### src/rtl/mips_mem_arbiter.sv
// Two-port (instruction fetch / data) arbiter onto one Avalon-MM RAM slave, one transaction at a time.
// Optional feature: define MEM_ARB_ROUND_ROBIN_EN for alternating grants; default build gives DATA fixed priority.
module mips_mem_arbiter #(
    parameter int ADDR_W = 32,
    parameter int DATA_W = 32
) (
    input  logic                clk,
    input  logic                reset_n,
    input  logic                i_read,
    input  logic [ADDR_W-1:0]   i_address,
    output logic                i_waitrequest,
    output logic [DATA_W-1:0]   i_readdata,
    input  logic                d_read,
    input  logic                d_write,
    input  logic [ADDR_W-1:0]   d_address,
    input  logic [DATA_W-1:0]   d_writedata,
    input  logic [DATA_W/8-1:0] d_byteenable,
    output logic                d_waitrequest,
    output logic [DATA_W-1:0]   d_readdata,
    output logic                m_read,
    output logic                m_write,
    output logic [ADDR_W-1:0]   m_address,
    output logic [DATA_W-1:0]   m_writedata,
    output logic [DATA_W/8-1:0] m_byteenable,
    input  logic                m_waitrequest,
    input  logic [DATA_W-1:0]   m_readdata
);

    typedef enum logic [1:0] {S_IDLE, S_ISSUE, S_RESP} state_e;
    typedef enum logic {OWN_DATA = 1'b0, OWN_INSTR = 1'b1} owner_e;

    state_e              state_q, state_d;
    owner_e              owner_q, owner_d;
    owner_e              grant;
    logic [DATA_W-1:0]   i_hold_q, i_hold_d;
    logic [DATA_W-1:0]   d_hold_q, d_hold_d;
    logic                i_pend, d_pend, issue_write;
`ifdef MEM_ARB_ROUND_ROBIN_EN
    owner_e              last_grant_q, last_grant_d;
`endif

    assign i_pend      = i_read;
    assign d_pend      = d_read | d_write;
    // A simultaneous d_read/d_write is a write.
    assign issue_write = (owner_q == OWN_DATA) && d_write;

    always_comb begin
        grant = OWN_DATA;
`ifdef MEM_ARB_ROUND_ROBIN_EN
        if (i_pend && d_pend)
            grant = (last_grant_q == OWN_DATA) ? OWN_INSTR : OWN_DATA;
        else if (i_pend)
            grant = OWN_INSTR;
`else
        if (!d_pend && i_pend)
            grant = OWN_INSTR;
`endif
    end

    always_comb begin
        state_d  = state_q;
        owner_d  = owner_q;
        i_hold_d = i_hold_q;
        d_hold_d = d_hold_q;
`ifdef MEM_ARB_ROUND_ROBIN_EN
        last_grant_d = last_grant_q;
`endif
        case (state_q)
            S_IDLE: begin
                if (i_pend || d_pend) begin
                    owner_d = grant;
                    state_d = S_ISSUE;
`ifdef MEM_ARB_ROUND_ROBIN_EN
                    last_grant_d = grant;
`endif
                end
            end
            S_ISSUE: begin
                if (!m_waitrequest)
                    state_d = issue_write ? S_IDLE : S_RESP;
            end
            S_RESP: begin
                state_d = S_IDLE;
                if (owner_q == OWN_INSTR) i_hold_d = m_readdata;
                else                      d_hold_d = m_readdata;
            end
            default: state_d = S_IDLE;
        endcase
    end

    always_ff @(posedge clk or negedge reset_n) begin
        if (!reset_n) begin
            state_q  <= S_IDLE;
            owner_q  <= OWN_DATA;
            i_hold_q <= '0;
            d_hold_q <= '0;
`ifdef MEM_ARB_ROUND_ROBIN_EN
            last_grant_q <= OWN_DATA;
`endif
        end else begin
            state_q  <= state_d;
            owner_q  <= owner_d;
            i_hold_q <= i_hold_d;
            d_hold_q <= d_hold_d;
`ifdef MEM_ARB_ROUND_ROBIN_EN
            last_grant_q <= last_grant_d;
`endif
        end
    end

    // Master side is only live in ISSUE, so reset forces it idle without waiting for an edge.
    always_comb begin
        m_read       = 1'b0;
        m_write      = 1'b0;
        m_address    = '0;
        m_writedata  = '0;
        m_byteenable = '0;
        if (state_q == S_ISSUE) begin
            if (owner_q == OWN_INSTR) begin
                m_read       = 1'b1;
                m_address    = i_address;
                m_byteenable = '1;
            end else begin
                m_write      = d_write;
                m_read       = d_read & ~d_write;
                m_address    = d_address;
                m_writedata  = d_writedata;
                m_byteenable = d_byteenable;
            end
        end
    end

    assign i_waitrequest = !((state_q == S_RESP) && (owner_q == OWN_INSTR));
    assign d_waitrequest = !(((state_q == S_RESP) && (owner_q == OWN_DATA)) ||
                             ((state_q == S_ISSUE) && issue_write && !m_waitrequest));

    assign i_readdata = ((state_q == S_RESP) && (owner_q == OWN_INSTR)) ? m_readdata : i_hold_q;
    assign d_readdata = ((state_q == S_RESP) && (owner_q == OWN_DATA))  ? m_readdata : d_hold_q;

endmodule

### config.mk
export PLATFORM = sky130hd
export DESIGN_NAME = mips_mem_arbiter
export DESIGN_NICKNAME = d
export VERILOG_FILES = /design/src/rtl/mips_mem_arbiter.sv
export SDC_FILE = /design/constraint.sdc
export NUM_CORES = 1
export LEC_CHECK = 0
export ABC_CLOCK_PERIOD_IN_PS = 4600
export BUFFER_PORTS_ARGS = -buffer_cell sky130_fd_sc_hd__buf_4
export CAP_MARGIN = 10
export CELL_PAD_IN_SITES_DETAIL_PLACEMENT = 1
export CELL_PAD_IN_SITES_GLOBAL_PLACEMENT = 2
export CORE_AREA = 2 2 152 110
export DETAILED_ROUTE_END_ITERATION = 8
export DIE_AREA = 0 0 154 112
export PLACE_DENSITY_LB_ADDON = 0.1
export SYNTH_ARGS = -nofsm -noshare
export SYNTH_HDL_FRONTEND = slang
export SYNTH_SLANG_ARGS = --single-unit
### constraint.sdc
create_clock -name clk -period 4.6 [get_ports clk]
set_clock_uncertainty 0.05 [all_clocks]
set_input_delay 1.15 -clock clk [delete_from_list [all_inputs] [get_ports clk]]
set_output_delay 1.15 -clock clk [all_outputs]
set_load 0.01 [all_outputs]
==> metrics.txt <==
ranking of synthesized cells by area dfrtp_1 42%, mux2_4 22%, mux2_2 8.7%; reg2reg path depth 3; RR Endpoint d_hold_q[11]$_DFFE_PN0P_; worst hold start i_hold_q[15]$_DFFE_PN0P_; post-DP HPWL 9.66 mm; num ports about 270; final cell count without fillers between 700 and 800; clock sink count 67; Final Hold Fails 0; hold path cells 1; asr flop ratio synth 100%; largest net degree at the start of global routing 68; Inserted Clock Buffers 9; fillers 1764; Total Wirelength 12.6 mm; register bit total from synthesis 67; measured slew at the worst slew-check pin 0.952 ns; Antenna Nets Post-Route 0; CTS hold repair buffers 0; input/output buffers 273; drt first pass iters 4; height of the chip 112 um; Synth cell types 26; VDD IR max 0.000237 V; Hold Crit Class flip-flop to flip-flop; Req. time, crit path ~3.4 ns; H-tree depth 3; worst-path maximum fanout 26; clk_lat worst skew 0.32 ns; Setup-failing EPs final 0; antenna fix cells 0; Reg-to-Reg Start state_q[1]$_DFFE_PN0P_; post-CTS sizing 0; top cell type's share of synthesized area a little over two fifths; Cells after Synth around 310; WL/cell 16.1 um; Critical Path Slowest Stage Cell nand2b_1; power density cells between 600 and 700 mW/mm^2; Max Slew Vio Count 0; register area share after synthesis between 40% and 50%; final net count 712; vias in the first global route ~3600; most frequent cell after synthesis dfrtp_1; top_reg_cell synth dfrtp_1; Core Footprint 0.0159 sq mm; PnR worst setup slack ~1.2 ns; setup slack, reg-to-reg 2.73 ns; setup TNS 0 ns; gr usage total between 10% and 20%; Worst Setup Start Kind flip-flop; Synthesis Warnings 0; dpl ws 1.52 ns; vias 3324; Tmin final 3.38 ns; Area Overhead vs Synth 59.4%; gr ovfl total 0; largest area contributor in the netlist dfrtp_1; Tot Pwr 3.99 mW; GPL Wtd Cong 0.773; Initial Util around 25%; synthesized net count approximately 450; Avg Inst Size Synth 13.0 sq um; layout cells sized above 1 67.0%; cell repeated most along the worst path buf_4; dpl cells 768; first-pass GRT wire length slightly below 20 mm; initial antenna violation count 0; row cnt 39; Die X 154 um; CP Class flip-flop to output pin; most instantiated cells after synthesis 67 x dfrtp_1, 60 x mux2_4, 42 x nor2_1, 33 x and2_1, 32 x mux2i_1; status finished clean; Crit path arrival time 2.18 ns; vias per cell 4.24; LEAKAGE 3.24 nW; Critical Path, Cell by Cell nand2b_1, buf_4, nor2_1, buf_4; Worst Setup End Kind output pin; Root Buffer clkbuf_16; CTS tree built; Reg clk slew, reported paths 0.05 ns; max-cap violation count 0; DR iter-0 viols 76; clk buf depth 2; # DRC 0; fmax 0.296 GHz; RSZ-0062 raised after global routing false; Slew Limit Headroom 36.5%; Post-Syn Area 0.00403 sq mm; Worst Hold Endpoint i_hold_q[15]$_DFFE_PN0P_; period utilization approximately three quarters; Die Footprint ~0.017 sq mm; post-CTS setup buffers 0; slowest stage delay, CP 0.79 ns; EDFF count, synth 0
==> flip-flops by register name, indices dropped and copies added (netlist names) <==
register and count:
i_hold_q 32, state_q 2, owner_q 1, d_hold_q 32
==> per-stage QoR <==
stage | util (%) | hold WS [ns] | instance area, sq um
floorplan | - | 0.424 | 4030
global placement | 38.7 | 0.425 | 6140
detailed placement | 38.7 | 0.435 | 6140
CTS | 40.5 | 0.448 | 6420
global route | 40.5 | 0.463 | 6420
finish | 40.5 | 0.444 | 6420
==> power breakdown <==
group,leakage [nW],total (mW),internal (mW),switching (mW)
clock,0.135,0.639,0.392,0.247
sequential,0.796,1.02,0.883,0.132
combinational,2.31,2.34,1.36,0.978
==> cells in the final DEF, fill, tap and decap left out <==
cell type / instances
nor3b_1: 1
clkinv_2: 2
nor3b_2: 1
dfrtp_2: 1
a221oi_1: 1
mux2_4: 60
a211oi_1: 1
nor4bb_1: 1
nand2b_1: 2
clkbuf_1: 1
mux2_2: 31
clkbuf_16: 9
clkbuf_8: 2
buf_4: 278
nor2_1: 42
a21oi_1: 1
clkinvlp_4: 2
o21ai_0: 1
nor2b_1: 1
o32a_1: 1
and2_1: 33
inv_1: 2
nor3b_4: 1
mux2_1: 5
nand3b_4: 1
mux2i_1: 32
dfrtp_1: 66
==> final cells by class <==
cell class,instances,area [sq um],share of cell area [%]
Clock buffer,12,256,3.99
Clock inverter,4,25.0,0.389
Inverter,2,7.51,0.117
Multi-Input combinational cell,216,2110,32.9
Sequential cell,67,1680,26.1
Tap cell,205,256,3.99
Timing Repair Buffer,278,2090,32.5
==> cells by family (layout without fill, tap and decap cells) <==
| kind of cell | count (synthesis) | after routing | share of synthesized area (%) |
|---|---|---|---|
| muxes | 128 | 128 | 40.4 |
| buffers and inverters | 26 | 296 | 5.93 |
| DFF | 67 | 67 | 41.6 |
| and+or+nand+nor | 83 | 83 | 11.2 |
| AOI/OAI and AO/OA | 5 | 5 | 0.900 |
==> worst max-delay path: cells and delay by family, from the launching register on <==
family                 cells  cell delay, ns
flip-flops                 1            0.52
buffers and inverters      2            0.47
AND/OR/NAND/NOR            2            0.87
==> metal layers <==
metal	share of wire [%]	track usage, %
met5	0	0
met4	1.8	4.24
met3	7.7	5.84
met2	50	24.5
met1	40	16.8
==> worst max-delay path by stage <==
stage | end | cells after the start | slack [ns] | start
3_5_place_dp | m_address[4] | 4 | 1.52 | state_q[1]$_DFFE_PN0P_
5_1_grt | m_address[11] | 4 | 1.01 | state_q[1]$_DFFE_PN0P_
6_report | m_address[4] | 4 | 1.22 | state_q[1]$_DFFE_PN0P_
2_1_floorplan | d_waitrequest | 2 | 1.85 | d_write
4_1_cts | m_address[4] | 4 | 1.15 | state_q[1]$_DFFE_PN0P_
3_3_place_gp | m_address[0] | 4 | 1.54 | state_q[1]$_DFFE_PN0P_
No activity file was read; power rests on OpenSTA's default activity.
